`src/rtl/fft_pkg.sv`:
```
// Shared constants and state encoding for the FFT result drain.
// Imported by the skid FIFO and the drain top level.
package fft_pkg;

  localparam int FFT_W     = 64;
  localparam int FFT_N     = 1024;
  localparam int FFT_DEPTH = 8;
  localparam int FFT_AFULL = 2;

  typedef enum logic [1:0] {
    ST_IDLE  = 2'd0,
    ST_DRAIN = 2'd1,
    ST_FLUSH = 2'd2
  } drain_state_e;

endpackage

```
`src/rtl/fft_sync_fifo.sv`:
```
// Single-clock skid FIFO for FFT result samples.
// Registered full/empty/free count and almost-full backpressure flag.
module fft_sync_fifo
  import fft_pkg::*;
#(
  parameter int DEPTH = FFT_DEPTH
) (
  input  logic             clk,
  input  logic             rstn,
  input  logic             push_i,
  input  logic [FFT_W-1:0] wdata_i,
  input  logic             pop_i,
  output logic             wr_ok_o,
  output logic [FFT_W-1:0] rdata_o,
  output logic             empty_o,
  output logic             afull_o
);

  localparam int AW = $clog2(DEPTH);
  localparam logic [AW:0] FREE_MAX = (AW+1)'(DEPTH);
  localparam logic [AW:0] AF_LIM   = (AW+1)'(FFT_AFULL);

  logic [FFT_W-1:0] mem_q [DEPTH];
  logic [AW-1:0]    wp_q, rp_q;
  logic [AW:0]      free_q, free_d;
  logic             full_q, empty_q, afull_q;
  logic             wr_en, rd_en;

  assign rd_en = pop_i && !empty_q;
  // A full FIFO still takes a write when the head leaves this cycle.
  assign wr_en = push_i && (!full_q || rd_en);

  always_comb begin
    free_d = free_q;
    unique case ({wr_en, rd_en})
      2'b10:   free_d = free_q - (AW+1)'(1);
      2'b01:   free_d = free_q + (AW+1)'(1);
      default: free_d = free_q;
    endcase
  end

  always_ff @(posedge clk) begin
    if (wr_en) mem_q[wp_q] <= wdata_i;
  end

  always_ff @(posedge clk or negedge rstn) begin
    if (!rstn) begin
      wp_q    <= '0;
      rp_q    <= '0;
      free_q  <= FREE_MAX;
      full_q  <= 1'b0;
      empty_q <= 1'b1;
      afull_q <= 1'b0;
    end else begin
      if (wr_en) wp_q <= wp_q + 1'b1;
      if (rd_en) rp_q <= rp_q + 1'b1;
      free_q  <= free_d;
      full_q  <= (free_d == '0);
      empty_q <= (free_d == FREE_MAX);
      afull_q <= (free_d <= AF_LIM);
    end
  end

  assign wr_ok_o = wr_en;
  assign rdata_o = mem_q[rp_q];
  assign empty_o = empty_q;
  assign afull_o = afull_q;

endmodule

```
`src/rtl/fft_result_drain.sv`:
```
// Drains FFT result samples through a skid FIFO to a valid/ready
// downlink, tracking frame length and flagging length/overflow errors.
module fft_result_drain
  import fft_pkg::*;
#(
  parameter int N     = FFT_N,
  parameter int DEPTH = FFT_DEPTH
) (
  input  logic        clk,
  input  logic        rstn,
  input  logic        fft_ready_i,
  input  logic        fft_done_i,
  input  logic [31:0] x0_re_i,
  input  logic [31:0] x0_im_i,
  output logic        dl_busy_o,
  output logic        m_valid_o,
  input  logic        m_ready_i,
  output logic [63:0] m_data_o,
  output logic        m_last_o,
  output logic        frame_done_o,
  output logic        len_err_o,
  output logic        ovf_err_o
);

  localparam int CW = $clog2(N) + 1;
  localparam logic [CW-1:0] NC = CW'(N);
  localparam logic [CW-1:0] NL = CW'(N - 1);

  drain_state_e     state_q;
  logic [CW-1:0]    wr_cnt_q, wr_cnt_d, rd_cnt_q;
  logic             done_q, len_q, ovf_q;

  logic             empty, afull, wr_ok;
  logic [FFT_W-1:0] rdata;
  logic             hs, last_hs, flush_exit;
  logic             frame_ok, push, ovf, excess;

  assign hs         = !empty && m_ready_i;
  assign last_hs    = hs && (rd_cnt_q == NL);
  assign flush_exit = (state_q == ST_FLUSH) && (last_hs || empty);

  // In FLUSH only the exit cycle may open the next frame.
  always_comb begin
    frame_ok = 1'b0;
    unique case (state_q)
      ST_IDLE:  frame_ok = 1'b1;
      ST_DRAIN: frame_ok = (wr_cnt_q != NC);
      ST_FLUSH: frame_ok = flush_exit;
      default:  frame_ok = 1'b0;
    endcase
  end

  assign push     = fft_ready_i && frame_ok;
  assign ovf      = push && !wr_ok;
  assign excess   = fft_ready_i && !frame_ok && (wr_cnt_q == NC);
  assign wr_cnt_d = wr_cnt_q + CW'(wr_ok);

  fft_sync_fifo #(
    .DEPTH(DEPTH)
  ) u_fifo (
    .clk    (clk),
    .rstn   (rstn),
    .push_i (push),
    .wdata_i({x0_im_i, x0_re_i}),
    .pop_i  (m_ready_i),
    .wr_ok_o(wr_ok),
    .rdata_o(rdata),
    .empty_o(empty),
    .afull_o(afull)
  );

  always_ff @(posedge clk or negedge rstn) begin
    if (!rstn) begin
      state_q  <= ST_IDLE;
      wr_cnt_q <= '0;
      rd_cnt_q <= '0;
      done_q   <= 1'b0;
      len_q    <= 1'b0;
      ovf_q    <= 1'b0;
    end else begin
      done_q <= last_hs;
      if (ovf)    ovf_q <= 1'b1;
      if (excess) len_q <= 1'b1;
      wr_cnt_q <= wr_cnt_d;
      if (hs) rd_cnt_q <= rd_cnt_q + 1'b1;
      unique case (state_q)
        ST_IDLE: begin
          if (fft_done_i) len_q   <= 1'b1;
          if (wr_ok)      state_q <= ST_DRAIN;
        end
        ST_DRAIN: begin
          if (fft_done_i) begin
            state_q <= ST_FLUSH;
            if (wr_cnt_d != NC) len_q <= 1'b1;
          end
        end
        ST_FLUSH: begin
          if (flush_exit) begin
            rd_cnt_q <= '0;
            wr_cnt_q <= CW'(wr_ok);
            state_q  <= wr_ok ? ST_DRAIN : ST_IDLE;
          end
        end
        default: state_q <= ST_IDLE;
      endcase
    end
  end

  assign dl_busy_o    = afull;
  assign m_valid_o    = !empty;
  assign m_data_o     = empty ? '0 : rdata;
  assign m_last_o     = !empty && (rd_cnt_q == NL);
  assign frame_done_o = done_q;
  assign len_err_o    = len_q;
  assign ovf_err_o    = ovf_q;

endmodule

```
`config.mk`:
```
export PLATFORM = sky130hd
export DESIGN_NAME = fft_result_drain
export DESIGN_NICKNAME = d
export VERILOG_FILES = /design/src/rtl/fft_pkg.sv /design/src/rtl/fft_sync_fifo.sv /design/src/rtl/fft_result_drain.sv
export SDC_FILE = /design/constraint.sdc
export NUM_CORES = 1
export LEC_CHECK = 0
export ABC_AREA = 1
export CORE_ASPECT_RATIO = 0.8
export CORE_MARGIN = 4
export CORE_UTILIZATION = 50
export DETAILED_ROUTE_END_ITERATION = 10
export PLACE_DENSITY_LB_ADDON = 0.05
export SLEW_MARGIN = 20
export SYNTH_ARGS = -nofsm -noshare
export SYNTH_HDL_FRONTEND = slang
export SYNTH_HIERARCHICAL = 1
export SYNTH_SLANG_ARGS = --single-unit
```
`constraint.sdc`:
```
create_clock -name clk -period 4.3 [get_ports clk]
set_input_delay 0.86 -clock clk [delete_from_list [all_inputs] [get_ports clk]]
set_output_delay 0.86 -clock clk [all_outputs]
set_load 0.005 [all_outputs]
```
; ---- After elaboration in Yosys (flattened, before gate mapping)
; Memories as Yosys holds them, arrays and structs flattened.
; Cells that the tools add are included.
[word_totals]
output_inout_bits = 70
register_bits = 40
ram_bits = 512
input_bits = 69
elab_cells = 70
memories = 1
[classes]
n_eq_ne = 12
add_sub_neg = 6
n_reduce_logical = 18
n_mux = 20
magnitude_cmp = 1
[memory_table]
columns = memory, words, word_bits, rd, rd_ports_with_merged_regs, write_ports, line_no
row1 = u_fifo.mem_q, 8, 64, 1, 0, 1, fft_sync_fifo.sv:23  ; logic [FFT_W-1:0] mem_q [DEPTH];
[op_table]
columns = operator, count
row1 = $mux 64, 1
row2 = $mux 11, 5
row3 = $ne 11x11->1 const B, 2
row4 = $add 11x1->11, 1
row5 = $add 11x1->11 const B, 1
row6 = $eq 11x10->1 const B, 1
row7 = $eq 11x11->1 const B, 1
row8 = $logic_and 1x1->1, 9
row9 = $pmux 4 s2, 1
row10 = $mux 1, 7
row11 = $add 3x1->3 const B, 2
row12 = $mux 2, 3
row13 = $pmux 2 s3, 1
row14 = $add 4x1->4 const B, 1
row15 = $eq 2x1->1 const B, 2
row16 = $eq 2x2->1 const B, 2
row17 = $eq 4x4->1 const B, 1
row18 = $le 4x2->1 const B, 1
row19 = $logic_not 1->1, 4
row20 = $logic_not 4->1, 1
row21 = $ne 2x2->1 const B, 2
row22 = $sub 4x1->4 const B, 1
row23 = $pmux 1 s3, 1
row24 = $reduce_and 3->1, 1
row25 = other kinds (4), 5

; ---- Logic depth before layout (Yosys ltp)
; Gate-level depths: netlist (run 1).
[depth]
depth_word = 13
ltp_mapped = 21
depth_no_buf = 21

; ---- Modules after synthesis
; Netlist (run 1), hierarchy kept.
[by_module_without_submodules]
columns = mod, cells_each, seq_area_each_um2, instances, area_per_inst_um2
row1 = fft_sync_fifo, 1534, 15702.6, 1, 20512.2
row2 = fft_result_drain, 345, 675.6, 1, 2065.7

; ---- Worst setup path before layout (run 1)
; No wires, ideal clock.
[synth_timing]
path_kind = input port to flip-flop
startpoint = in m_ready_i
endpoint = mem u_fifo.mem_q[0][0] (enable)
path_slack_ns = -0.737
n_path_buf = 0
stages = 9
setup_ns = 0.486
required_time_ns = 3.814
t_arrival_ns = 4.551
cell_sequence = inv_1 -> nor2_4 -> nand4_1 -> nand2_1 -> nand2_2 -> a21oi_1 -> o21ai_1 -> or2_1 -> nor2_1
[synth_via]
elab_chain_len = 9
word_cells_on_any_way = 10
cone_classes = 3 x mux / 7 x reduce/logical
[synth_rtl]
columns = element, line_no
row1 = from (decl), fft_result_drain.sv:17  ; input logic m_ready_i,
row2 = $logic_and 1x1->1, fft_result_drain.sv:38  ; assign hs = !empty && m_ready_i;
row3 = $logic_and 1x1->1, fft_result_drain.sv:39  ; assign last_hs = hs && (rd_cnt_q == NL);
row4 = $logic_or 1x1->1, fft_result_drain.sv:40  ; assign flush_exit = (state_q == ST_FLUSH) && (last_hs || empty);
row5 = $logic_and 1x1->1, fft_result_drain.sv:40
row6 = $pmux 1 s3, fft_result_drain.sv:45  ; unique case (state_q)
row7 = $logic_and 1x1->1, fft_result_drain.sv:53  ; assign push = fft_ready_i && frame_ok;
row8 = via push, fft_result_drain.sv:36  ; logic frame_ok, push, ovf, excess;
row9 = $logic_and 1x1->1, fft_sync_fifo.sv:31  ; assign wr_en = push_i && (!full_q || rd_en);
row10 = $mux 1, fft_sync_fifo.sv:43  ; if (wr_en) mem_q[wp_q] <= wdata_i;
row11 = $mux 1 (not written as such), fft_sync_fifo.sv:43
row12 = to (decl), fft_sync_fifo.sv:23
; The timed path passes the listed nets, and every way through them passes these cells.

; ---- Final worst setup path (run 1)
[layout_timing]
startpoint = reg u_fifo.rp_q[1]
endpoint = out m_data_o[46]
[layout_via]
elab_chain_len = 2
[layout_rtl]
columns = element, line_no
row1 = from (decl), fft_sync_fifo.sv:24  ; logic [AW-1:0] wp_q, rp_q;
row2 = from (signal assigned), fft_sync_fifo.sv:56  ; if (rd_en) rp_q <= rp_q + 1'b1;
row3 = $mem_v2 8x64, n/a
row4 = via rdata[46], fft_result_drain.sv:34  ; logic [FFT_W-1:0] rdata;
row5 = $mux 64, fft_result_drain.sv:111  ; assign m_data_o = empty ? '0 : rdata;
row6 = to (decl), fft_result_drain.sv:18  ; output logic [63:0] m_data_o,
; The timed path passes the listed nets, and every way through them passes these cells.

==> run summary, run 1 <==
The flow ran to the end, and the final reports show no timing, DRC or antenna violations. For the worst setup path, the data required time is 3.44 ns. After the last flow step, the layout net total stands at 2079. Initial antenna violation count: 3. For the number of slew-limit violations in the final report, the log shows 0. The number of nets produced by synthesis was 1957; the number of diodes was 0. Setup violations remaining at the end of the flow were counted as 0.

In this run the vertical extent of the chip is 198 µm. The max-cap violation count is 0. The first TritonRoute pass finished after 5 iterations. Across all layers, the routed design uses 14200 vias. For the number of buffers inserted by hold repair at cts, the log shows 0. sky130_fd_sc_hd__edfxtp_1 takes more of the synthesized area than any other cell.

Ranked by total cell area, the synthesized netlist is headed by sky130_fd_sc_hd__edfxtp_1, sky130_fd_sc_hd__nor2_1, sky130_fd_sc_hd__nand2_1. For the met3 layer wire length in the routed design, the log shows 2380 µm. The number of warnings reported in the yosys synthesis log came out at 6.

The pin count of the biggest net entering global routing is 176. The switching share of power came out at 0.352. The worst setup path is of the reg2out kind. Setup repair after global routing left no endpoint under its margin. The highest routing layer actually used was met5. Final critical-path share of the clock period: 0.925. The top cell types in the final layout, fill and taps aside, are sky130_fd_sc_hd__edfxtp_1, sky130_fd_sc_hd__nor2_1, sky130_fd_sc_hd__nand2_1, sky130_fd_sc_hd__o21ai_0, sky130_fd_sc_hd__clkdlybuf4s50_1. The synthesized netlist contains 36 unique library cells. Post-detailed-routing wire length: 50900 µm. The layout overhead on the synthesized area is 16.5%. Internal power component: 12300 µW. Core utilization of the finished layout: 0.591. The initial standard-cell utilization of the core was 0.507; the number of buffers between clock root and the deepest sink was 3.

The signal arrival time at the worst endpoint was 3.12 ns; the slew of the pin with the lowest slew margin was 0.916 ns. The path type of the worst min-delay path was in2async. Static timing analysis puts the maximum clock frequency at 251 MHz. The routed length on met2 is 24200 µm, and the total of cells resized after clock tree synthesis is 0. Synthesis inferred 552 register bits. Summing every instance area after synthesis gives 0.0226 mm². During placement, the flow inserted port buffers numbering 138. Once placement completed, the tool counted placed cells totaling 2547. Headroom to the max-slew limit: 0.390. Clock-pin slew was measured on the worst setup and hold paths at 0.06 ns. STA classifies the critical path startpoint as a flip-flop. The tools report the clock root buffer master as sky130_fd_sc_hd__clkbuf_16. The clock network power share came out at 0.251. The library cell used most frequently in the layout, excluding fill and tap cells, is sky130_fd_sc_hd__edfxtp_1. The mean instance size in the synthesized netlist works out to 12.0 µm².

Net switching power figure: 6670 µW. The post-detailed-placement cell area was 0.0245 mm². In this run the post-CTS setup repair buffer count came out at 0. Clock skew on the completed layout was measured at 0.0127 ns. The wire length of the first global-routing pass came out at 78500 µm. After technology mapping, the gate count stands at 1879. For the final weighted congestion in routability-driven placement, the log shows 0.777. The count of nets left with antenna violations once routing finished came out at 0. The final hold slack was 0.398 ns; the floorplan die width was 246 µm.

Pin placement for this block handled 139 I/O pins. Power spread over the standard cell area amounts to 721 mW/mm². The run gives 19000 µW as the power consumption. The worst-case IR drop observed on VDD is 778 µV. The sequential power share is 0.369. The shortest clock period the worst path allows after layout works out to 3.98 ns. For the number of hold violations in the final report, the log shows 0.

The maximum fanout along the worst path was 32. The run gives 552 as the total clock sinks. The logs give 945 for the iteration-0 DRC count of the detailed router and 1.08 ns for the register-to-register setup slack. The share of cells above drive strength 1 works out to 0.0699. In the final routed layout, each cell accounts on average for 19.2 µm. Sequential cell area in the final layout: 0.0164 mm².

The register area share after synthesis was 0.725. Row generation in the floorplan step produced 69 rows. The detailed router put a total of 23300 µm of wire on met1. The core area was 0.0445 mm²; the portion of synthesized cell area occupied by the leading cell type was 0.681. The tools report the total area of multi-input combinational cells as 0.00516 mm². TritonCTS built the clock tree.

The total global routing track utilization is 0.207, and the number of DRC violations after detailed routing is 0. The fill cell instance count of the final layout was 3715. The total overflow left after global routing is 0. The leakage power was 0.00942 µW; the post-detailed-route via-to-cell ratio was 5.38.

The tools report the number of CTS-inserted buffers as 55. The tools report the half-perimeter wire length of the detailed placement result as 26900 µm. The summed area of non-filler cells in the final layout was 0.0263 mm²; the number of global-route vias before repair was 13800. Power share of the combinational group: 0.380. The later pin in the worst-skew pair is clocked with a latency of 0.60 ns. The count of cells in the finished layout, fillers not included, comes to 2650.

STA classifies the critical path endpoint as a primary output. The H-tree was split into 2 levels. The floorplan step defined a die boundary enclosing 0.0486 mm².
-- per-stage QoR --
| step | setup TNS (ns) | setup WS, ns |
|---|---|---|
| floorplan | -329.26 | -0.737 |
| global placement | 0 | 0.479 |
| global route | 0 | 0.159 |
| detailed placement | 0 | 0.291 |
| finish | 0 | 0.322 |
| CTS | 0 | 0.324 |
-- layer usage --
layer  up-vias  GRT usage
met2       296      0.342
li1       6854          -
met4         6     0.0519
met3        68     0.0338
met5         -          0
met1      7022      0.292
-- flip-flops by register name, summed over array words and instances, names as in the netlist --
register and flops:
u_fifo/wp_q 3, state_q 2, u_fifo/mem_q 512, rd_cnt_q 11, ovf_err_o 1, u_fifo/empty_o 1, u_fifo/rp_q 3, u_fifo/afull_o 1
u_fifo/free_q 4, frame_done_o 1, len_err_o 1, wr_cnt_q 11, u_fifo/full_q 1
-- area by class of cell --
class,instances,area share
timing repair buffer,173,0.0685
clock inverter,35,0.0122
clock buffer,68,0.0562
multi-input combinational,1114,0.196
tap,603,0.0287
sequential,552,0.623
inverter,105,0.0154
-- cells by family after synthesis --
group	share of synthesized area
AO/OA/AOI/OAI	0.0969
flip-flops	0.725
AND/OR/NAND/NOR	0.119
buffers and inverters	0.0485
XOR/XNOR	0.00504
adder cells (fa/ha/maj)	0.00532
-- cells in the mapped netlist (all sizes together) --
master  number
nand4        3
xor2        10
nor3         6
a31oi        1
fa           1
edfxtp     512
or2          3
ha           8
nand3       25
o22ai      128
inv        105
o21bai       3
nor2       382
dfrtp       38
o311ai       1
a21o         1
buf         59
dfstp        2
xnor2        3
clkbuf      49
a21oi        3
nand2      271
o21ai      265
-- power by group through the flow --
stage	sequential, µW	clock [µW]	combinational, µW
after floorplan	7030	0	4550
after global placement	7090	0	7220
after detailed placement	7110	0	7280
after CTS	7000	4890	7320
after global routing	7050	5110	8060
final	7000	4760	7210
-- path summary, 6_finish.rpt --
path	start	to	depth (start not counted)
max in group asynchronous	rstn	u_fifo/rp_q[1]$_DFFE_PN0P_	1
max	u_fifo/rp_q[1]$_DFFE_PN0P_	m_data_o[46]	8
min	rstn	ovf_err_o$_DFFE_PN0P_	1
min reg2reg	ovf_err_o$_DFFE_PN0P_	ovf_err_o$_DFFE_PN0P_	2
max reg2reg	u_fifo/empty_o$_DFF_PN1_	len_err_o$_DFF_PN0_	16
min in group clk	ovf_err_o$_DFFE_PN0P_	ovf_err_o$_DFFE_PN0P_	2
-- critical path: stages (launching register included) --
cell and delay [ns]:
sky130_fd_sc_hd__dfrtp_4 0.73, sky130_fd_sc_hd__buf_4 0.44, sky130_fd_sc_hd__o21ai_0 0.15, sky130_fd_sc_hd__o22ai_1 0.18, sky130_fd_sc_hd__nand2_1 0.07, sky130_fd_sc_hd__nand2_1 0.07
sky130_fd_sc_hd__inv_1 0.04, sky130_fd_sc_hd__nor2_1 0.24, sky130_fd_sc_hd__clkdlybuf4s50_1 0.58
Power figures use the tool's default switching activity.
==> inputs of run 2 (changes only) <==
--- a/config.mk
+++ b/config.mk
@@ -6,9 +6,10 @@
 export NUM_CORES = 1
 export LEC_CHECK = 0
 export ABC_AREA = 1
+export CAP_MARGIN = 5
 export CORE_ASPECT_RATIO = 0.8
 export CORE_MARGIN = 4
-export CORE_UTILIZATION = 50
+export CORE_UTILIZATION = 25
 export DETAILED_ROUTE_END_ITERATION = 10
 export PLACE_DENSITY_LB_ADDON = 0.05
 export SLEW_MARGIN = 20
==> run 2 against run 1 <==
  * First-iteration DRC count shrank 17%
  * Largest power group unchanged
  * Sequential share of layout area decreased by 2.5 points
  * Critical endpoint is now m_data_o[47]
  * Utilization decreased by 28 points
  * Clock power rose by 12%
  * Largest cell class unchanged
  * Global-route usage decreased by 7.5 points
  * Combinational power up 5.3%
  * Count of clock-buffer cells in the layout up 17
==> run summary, run 2 (synthesis gave the netlist of run 1 again) <==
The flow ran to the end, and the final reports show no timing, DRC or antenna violations. The required time at the endpoint of the critical path was 3.44 ns (about the same); the pin count of the biggest net entering global routing was 141 (-20%). More flip-flops sit in one register than any other, and that register is u_fifo/mem_q. The final setup violation count is 0 (unchanged), and the layout overhead on the synthesized area is 21.5%. The number of buffers between clock root and the deepest sink came out at 3 (unchanged).

The logs give 0 (unchanged) for the number of DRC violations after detailed routing and 139 (unchanged) for the I/O pin total. The post-detailed-route via-to-cell ratio was 4.38 (-18%). The non-filler instance count after layout was 3269 (+23%); the maximum cell stage delay along the critical path was 0.61 ns (-0.12 ns). The tools report the final hold slack as 0.261 ns (-0.137 ns). The leakage power came out at 0.00959 µW (+1.8%). TritonCTS built the clock tree. The tools report the instance count after placement with tap cells included as 3148 (+24%).

The critical path is of the reg2out type. The routed length per instance is 19.5 µm (+1.8%), and the source-to-sink clock delay at the later pin of the worst-skew pair is 0.61 ns (about the same). The worst setup path is launched from a flip-flop. For the number of slew-limit violations in the final report, the log shows 0 (unchanged). The vertical extent of the die is 277 µm (+40%). The number of buffers inserted by hold repair at cts was 0 (unchanged); the residual overflow from global routing was 0 (unchanged). The number of hold violations in the final report is 0 (unchanged), and the share of cells above drive strength 1 is 0.0760 (+0.00610). For the top achievable clock speed, the log shows 248 MHz (-1.4%). The maximum fanout along the worst path was 71 (+120%). The initial standard-cell utilization of the core is 0.252 (-0.255), and the shortest clock period the worst path allows after layout is 4.03 ns (+0.0550 ns). The register clock-pin slew on the reported worst setup and hold paths came out at 0.05 ns (about the same). The library cells used most frequently in the layout, excluding fill and tap cells, are sky130_fd_sc_hd__edfxtp_1, sky130_fd_sc_hd__nor2_1, sky130_fd_sc_hd__nand2_1, sky130_fd_sc_hd__o21ai_0, sky130_fd_sc_hd__clkdlybuf4s50_1. The slowest stage cell on the critical path was sky130_fd_sc_hd__dfrtp_4. The max-cap violation count was 0 (unchanged).

The tools report the number of core rows as 98 (+42%). The cell area power density was 728 mW/mm² (+1.0%); the floorplan die width was 344 µm (+40%). For the signal arrival time at the worst endpoint, the log shows 3.17 ns (+0.05 ns). The logs give 14300 (+0.55%) for the total vias in the final route and 5 (unchanged) for the detailed-routing iteration count for the pre-antenna-repair pass. The logs give 66 (+20%) for the number of CTS-inserted buffers and 0.726 (-6.5%) for the final weighted congestion in routability-driven placement. The largest registers in the layout are u_fifo/mem_q: 512 flops, rd_cnt_q: 11 flops, wr_cnt_q: 11 flops. The library cell used most frequently in the layout, excluding fill and tap cells, is sky130_fd_sc_hd__edfxtp_1. Setup repair after global routing left no endpoint under its margin. The run gives 0.133 (-0.0745) as the total global routing track utilization. The core area was 0.0895 mm² (+100%).

The buffer and inverter count on the worst path was 4 (+1); the total clock sinks was 552 (unchanged). For the number of global-route vias before repair, the log shows 14400 (+4.0%). The worst ir drop on vdd was 296 µV (-62%); the deepest level of the CTS H-tree was 3 (+1). The fill cell instance count of the final layout was 9088 (+140%).

The clock root buffer master was sky130_fd_sc_hd__clkbuf_16. The flip-flop count of the largest register, all copies and words added is 512 (unchanged), and the placement-stage worst setup slack is 0.496 ns (+0.205 ns). The logs give 20000 µW (+5.3%) for the power consumption and 2095 (+0.77%) for the total number of nets in the final design. The core utilization of the finished layout was 0.307 (-0.284). Path type of the worst min-delay path: in2async. Traced cell by cell, the critical path runs through inv_8 > buf_12 > nor2_1 > o22ai_1 > nand2_1 > nand2_1 > inv_1 > nor2_1 > clkdlybuf4s50_1.

For the final critical-path setup slack, the log shows 0.267 ns (-0.0550 ns). The tools report the total area of multi-input combinational cells as 0.00516 mm² (unchanged). The kind of end point of the critical path is a primary output. The residual antenna-violating net count after detailed routing is 0 (unchanged), and the post-detailed-routing wire length is 63900 µm (+26%). The half-perimeter wire length of the detailed placement result was 34300 µm (+27%); the headroom to the max-slew limit was 0.487 (+0.0973).

The slew of the pin with the lowest slew margin was 0.770 ns (-0.146 ns); the initial antenna violation count was 2 (-1). The wire length of the first global-routing pass was 95000 µm (+21%); the number of buffer cells added on primary ports was 138 (unchanged). The sequential cell area in the final layout was 0.0164 mm² (about the same). Grouping stages by cell kind, the critical path spends the most delay in buffers and inverters. The post-route clock skew is 0.0239 ns (+0.0112 ns), and the die footprint is 0.0952 mm² (+96%). The final critical-path share of the clock period is 0.938 (+0.0128). The tools report the iteration-0 DRC count of the detailed router as 787 (-17%).
-- run 2: cell count changes in the layout (fill, tap and decap cells not counted), sizes merged --
cell    delta
clkbuf    +17
buf        +5
bufinv     -3
clkinv     +3
diode      +2
inv        -2
-- run 2: worst paths after layout --
kind,start,end,slack [ns],depth (start not counted)
min,rstn,rd_cnt_q[3]$_DFF_PN0_,0.26,1
min in group clk,ovf_err_o$_DFFE_PN0P_,ovf_err_o$_DFFE_PN0P_,0.48,2
max in group asynchronous,rstn,u_fifo/rp_q[2]$_DFFE_PN0P_,3.59,1
min reg2reg,ovf_err_o$_DFFE_PN0P_,ovf_err_o$_DFFE_PN0P_,0.48,2
max,u_fifo/rp_q[0]$_DFFE_PN0P_,m_data_o[47],0.27,9
max reg2reg,u_fifo/empty_o$_DFF_PN1_,len_err_o$_DFF_PN0_,1.18,16
-- run 2: cell type report --
cell class                      count  share of cell area
Antenna cell                        2            0.000182
Clock buffer                       85              0.0663
Clock inverter                     33             0.00853
Inverter                          105              0.0149
Multi-Input combinational cell   1114               0.188
Sequential cell                   552               0.598
Tap cell                         1200              0.0547
Timing Repair Buffer              178              0.0697
-- run 2: power by group --
| part | leakage (µW) | total [µW] | switching [µW] | internal, µW |
|---|---|---|---|---|
| logic | 0.00346 | 7590 | 4710 | 2880 |
| registers | 0.00512 | 7060 | 378 | 6680 |
| clock network | 0.00101 | 5330 | 2180 | 3160 |
-- run 2: worst register-to-register path, cell delays in order, from the launching register on --
cell and delay [ns]:
sky130_fd_sc_hd__dfstp_4 0.82, sky130_fd_sc_hd__nor2_4 0.11, sky130_fd_sc_hd__nand4_1 0.14, sky130_fd_sc_hd__nand2_1 0.08
sky130_fd_sc_hd__nand2_2 0.13, sky130_fd_sc_hd__a21oi_1 0.09, sky130_fd_sc_hd__o21ai_1 0.20, sky130_fd_sc_hd__inv_1 0.12
sky130_fd_sc_hd__ha_1 0.24, sky130_fd_sc_hd__ha_1 0.29, sky130_fd_sc_hd__or2_2 0.30, sky130_fd_sc_hd__nor2_1 0.10
sky130_fd_sc_hd__nand3_1 0.08, sky130_fd_sc_hd__nor2_1 0.11, sky130_fd_sc_hd__nand3_1 0.09, sky130_fd_sc_hd__nand2_1 0.06
sky130_fd_sc_hd__nand2_1 0.05
-- run 2: repair_timing --
item                                    in CTS  in global routing
buffers inserted                             0                  1
endpoints found under the setup margin       0                 29
resized for setup                            0                  3
-- run 2: stage by stage --
stage / cell area, µm² / TNS [ns]
3_5_place_dp: 25300 / 0
3_3_place_gp: 25300 / 0
4_1_cts: 27400 / 0
5_1_grt: 27400 / 0
2_1_floorplan: 22600 / -329.26
6_report: 27400 / 0
-- run 2: metal layers --
layer | GRT usage | wire (µm) | up-vias | share of wire
li1 | - | - | 6903 | -
met1 | 0.185 | 31100 | 7124 | 0.49
met2 | 0.210 | 28900 | 211 | 0.45
met3 | 0.0296 | 2560 | 86 | 0.040
met4 | 0.0315 | 1320 | 0 | 0.021
met5 | 0 | 0 | - | 0
==> inputs of run 3 (changes only) <==
--- a/config.mk
+++ b/config.mk
@@ -6,10 +6,11 @@
 export NUM_CORES = 1
 export LEC_CHECK = 0
 export ABC_AREA = 1
+export ABC_CLOCK_PERIOD_IN_PS = 4300
 export CAP_MARGIN = 5
 export CORE_ASPECT_RATIO = 0.8
 export CORE_MARGIN = 4
-export CORE_UTILIZATION = 25
+export CORE_UTILIZATION = 52
 export DETAILED_ROUTE_END_ITERATION = 10
 export PLACE_DENSITY_LB_ADDON = 0.05
 export SLEW_MARGIN = 20
==> run 3 against run 2 <==
  * Sequential cell count unchanged
  * Sequential power decreased by 2%
  * Combinational power decreased by 4.1%
  * Count of clock-buffer cells in the layout decreased by 13
  * Non-clock buffer count decreased by 5
  * Clock power decreased by 14%
  * Cell count decreased by 21%
  * Worst hold slack improved by 0.16 ns
  * Critical endpoint is now m_data_o[32]
  * Largest cell class unchanged
  * Die area decreased by 51%
  * Clock skew decreased by 0.0072 ns
==> run summary, run 3 (synthesis gave the netlist of run 1 again) <==
The run finished with clean final reports. The shortest clock period the worst path allows after layout came out at 3.84 ns (-0.191 ns). The share of cells above drive strength 1 was 0.0642 (-0.0118). The number of buffers inserted by hold repair at cts was 0 (unchanged); the initial standard-cell utilization of the core was 0.532 (+0.280).

The tools report the launching element type of the critical path as a flip-flop. Kind of end point of the critical path: a primary output. The total vias in the final route came out at 14400 (+0.71%). The detailed-routing iteration count for the pre-antenna-repair pass is 5 (unchanged), and the placement-stage worst setup slack is 0.308 ns (-0.188 ns).

The slew of the pin with the lowest slew margin is 1.04 ns (+0.271 ns). The worst reg2reg path depth was 16 (unchanged); the post-detailed-route via-to-cell ratio was 5.56 (+27%). The number of CTS-inserted buffers came out at 53 (-20%). The post-CTS setup-driven buffer insertion count is 0 (unchanged), and the I/O pin total is 139 (unchanged). The number of global-route vias before repair came out at 14200 (-0.90%). The critical path goes through inv_8 > buf_12 > nor2_1 > o22ai_1 > nand2_1 > nand2_1 > inv_1 > nor2_1 > clkdlybuf4s50_1. The total clock sinks was 552 (unchanged); the worst ir drop on vdd was 491 µV (+66%). The fill cell instance count of the final layout is 3359 (-63%), and the required time at the endpoint of the critical path is 3.44 ns (about the same). The logic depth of the worst setup path including buffers is 9 (unchanged). The post-detailed-routing wire length was 49800 µm (-22%). TritonCTS built the clock tree. For the routed metal-1 wirelength, the log shows 22800 µm (-27%). The path type of the worst min-delay path is in2async.

The maximum cell stage delay along the critical path is 0.53 ns (-0.08 ns), and the number of buffer cells added on primary ports is 138 (unchanged). The vertical extent of the die is 194 µm (-30%). The run gives 2 (-1) as the deepest level of the CTS H-tree.

The tools report the residual overflow from global routing as 0 (unchanged). The final critical-path share of the clock period came out at 0.894 (-0.0443). The met3 layer wire length in the routed design was 2810 µm (+9.7%); the final setup violation count was 0 (unchanged). The run gives 260 MHz (+5.0%) as the top achievable clock speed.

The number of hold violations in the final report is 0 (unchanged). Register with the most flip-flops: u_fifo/mem_q. The tools report the routed length on met2 as 23400 µm (-19%). The launching element of the worst setup path is u_fifo/rp_q[0]$_DFFE_PN0P_. In the layout the commonest cells are sky130_fd_sc_hd__edfxtp_1, sky130_fd_sc_hd__nor2_1, sky130_fd_sc_hd__nand2_1, sky130_fd_sc_hd__o21ai_0, sky130_fd_sc_hd__clkdlybuf4s50_1. The run gives 0 (unchanged) as the number of DRC violations after detailed routing. Critical path class: reg2out.

The largest registers in the layout are u_fifo/mem_q: 512 flops, rd_cnt_q: 11 flops, wr_cnt_q: 11 flops. The signal arrival time at the worst endpoint is 2.98 ns (-0.19 ns), and the buffer and inverter count on the worst path is 4 (unchanged). Family of cells with the greatest summed delay on the critical path: buffers and inverters. The maximum fanout along the worst path was 72 (+1.4%). The routed length per instance came out at 19.2 µm (-1.8%). The run gives 0.0468 mm² (-51%) as the die footprint.

For the wire length of the first global-routing pass, the log shows 79000 µm (-17%). The run gives 145 (+2.8%) as the pin count of the biggest net entering global routing. Setup repair after global routing left no endpoint under its margin. Highest routing layer actually used: met5.

The post-detailed-placement cell area came out at 0.0245 mm² (-3.1%). For the number of core rows, the log shows 67 (-32%). The headroom to the max-slew limit is 0.306 (-0.181), and the flip-flop count of the largest register, all copies and words added is 512 (unchanged).

The largest individual stage delay along the critical path comes from the cell sky130_fd_sc_hd__dfrtp_4. Reg-to-reg startpoint: u_fifo/empty_o$_DFF_PN1_. The core area was 0.0424 mm² (-53%); the cell area power density was 715 mW/mm² (-1.8%). The most common library cell in the layout ignoring fill and taps was sky130_fd_sc_hd__edfxtp_1. The iteration-0 DRC count of the detailed router is 1112 (+41%), and the layout overhead on the synthesized area is 16.2%. The initial antenna violation count was 5 (+3). The leakage power was 0.00937 µW (-2.2%). The register clock-pin slew on the reported worst setup and hold paths works out to 0.06 ns (about the same).

The run gives 0 (unchanged) as the number of slew-limit violations in the final report. The total global routing track utilization is 0.212 (+0.0798), and the post-route clock skew is 0.0167 ns (-0.00717 ns). The half-perimeter wire length of the detailed placement result was 26200 µm (-24%); the setup total negative slack was 0 ns (unchanged). The clock root buffer master is sky130_fd_sc_hd__clkbuf_16. The run gives 0 (unchanged) as the residual antenna-violating net count after detailed routing. The logs give 2077 (-0.86%) for the total number of nets in the final design and 0 (unchanged) for the max-cap violation count. The number of buffers between clock root and the deepest sink is 3 (unchanged).

The tools report the source-to-sink clock delay at the later pin of the worst-skew pair as 0.57 ns (-0.04 ns). The floorplan die width was 241 µm (-30%). Final critical-path setup slack: 0.458 ns (+0.191 ns). The logs give 0 (unchanged) for the total of cells resized after clock tree synthesis and 0.0262 mm² (-4.3%) for the summed area of non-filler cells in the final layout. The tools report the final weighted congestion in routability-driven placement as 0.748 (+3.0%).
[run 3: cell types whose count changed in the layout (fill, tap and decap cells not counted), moves of 2 or more]
cell                        previous run  this run
sky130_fd_sc_hd__clkbuf_1             14        18
sky130_fd_sc_hd__buf_4                21        14
sky130_fd_sc_hd__clkbuf_16            70        54
sky130_fd_sc_hd__buf_6                 2         0
sky130_fd_sc_hd__buf_12               18        21
sky130_fd_sc_hd__bufinv_16             3         6
sky130_fd_sc_hd__clkinv_2             12         4
sky130_fd_sc_hd__clkinv_1             17        13
[run 3: worst paths after layout]
check	to	slack, ns
setup / recovery	m_data_o[32]	0.46
hold / removal	rd_cnt_q[2]$_DFF_PN0_	0.42
setup reg to reg	len_err_o$_DFF_PN0_	0.95
hold reg to reg	ovf_err_o$_DFFE_PN0P_	0.46
max in group asynchronous	u_fifo/rp_q[0]$_DFFE_PN0P_	3.22
min in group clk	ovf_err_o$_DFFE_PN0P_	0.46
[run 3: worst register-to-register path, cell delays in order (launching register included)]
cell,delay [ns]
sky130_fd_sc_hd__dfstp_2,0.57
sky130_fd_sc_hd__buf_4,0.36
sky130_fd_sc_hd__inv_1,0.14
sky130_fd_sc_hd__nand2_1,0.11
sky130_fd_sc_hd__nand2_2,0.10
sky130_fd_sc_hd__a21oi_1,0.17
sky130_fd_sc_hd__o21ai_1,0.19
sky130_fd_sc_hd__inv_1,0.25
sky130_fd_sc_hd__ha_1,0.26
sky130_fd_sc_hd__ha_1,0.26
sky130_fd_sc_hd__or2_2,0.30
sky130_fd_sc_hd__nor2_1,0.11
sky130_fd_sc_hd__nand3_1,0.09
sky130_fd_sc_hd__nor2_1,0.13
sky130_fd_sc_hd__nand3_1,0.09
sky130_fd_sc_hd__nand2_1,0.07
sky130_fd_sc_hd__nand2_1,0.05
[run 3: final cells by class]
cell class | count | area [µm²] | share of cell area
antenna | 2 | 5.00 | 0.000191
clock buffer | 72 | 1420 | 0.0541
clock inverter | 25 | 273 | 0.0104
inverter | 105 | 404 | 0.0154
multi-input combinational | 1114 | 5160 | 0.197
sequential | 552 | 16400 | 0.624
tap | 552 | 691 | 0.0263
timing repair buffer | 173 | 1900 | 0.0725
[run 3: power breakdown]
part | leakage, µW | internal [µW] | total [µW] | switching [µW]
clock network | 0.000815 | 2660 | 4560 | 1900
registers | 0.00512 | 6670 | 6940 | 266
logic | 0.00344 | 2870 | 7280 | 4410
[run 3: routing by layer]
layer,GRT usage,vias to the layer above
li1,-,6841
met1,0.313,7104
met2,0.341,408
met3,0.0342,66
met4,0.0433,6
met5,0,-
[run 3: per-stage QoR]
| step | hold slack [ns] | std cells | utilization | power (µW) |
|---|---|---|---|---|
| 2_1_floorplan | 0.457 | 1879 | - | 11600 |
| 3_3_place_gp | 0.450 | 2496 | 0.579 | 14300 |
| 3_5_place_dp | 0.460 | 2496 | 0.579 | 14400 |
| 4_1_cts | 0.441 | 2593 | 0.619 | 19000 |
| 5_1_grt | 0.496 | 2595 | 0.619 | 20100 |
| 6_report | 0.417 | 2595 | 0.619 | 18800 |
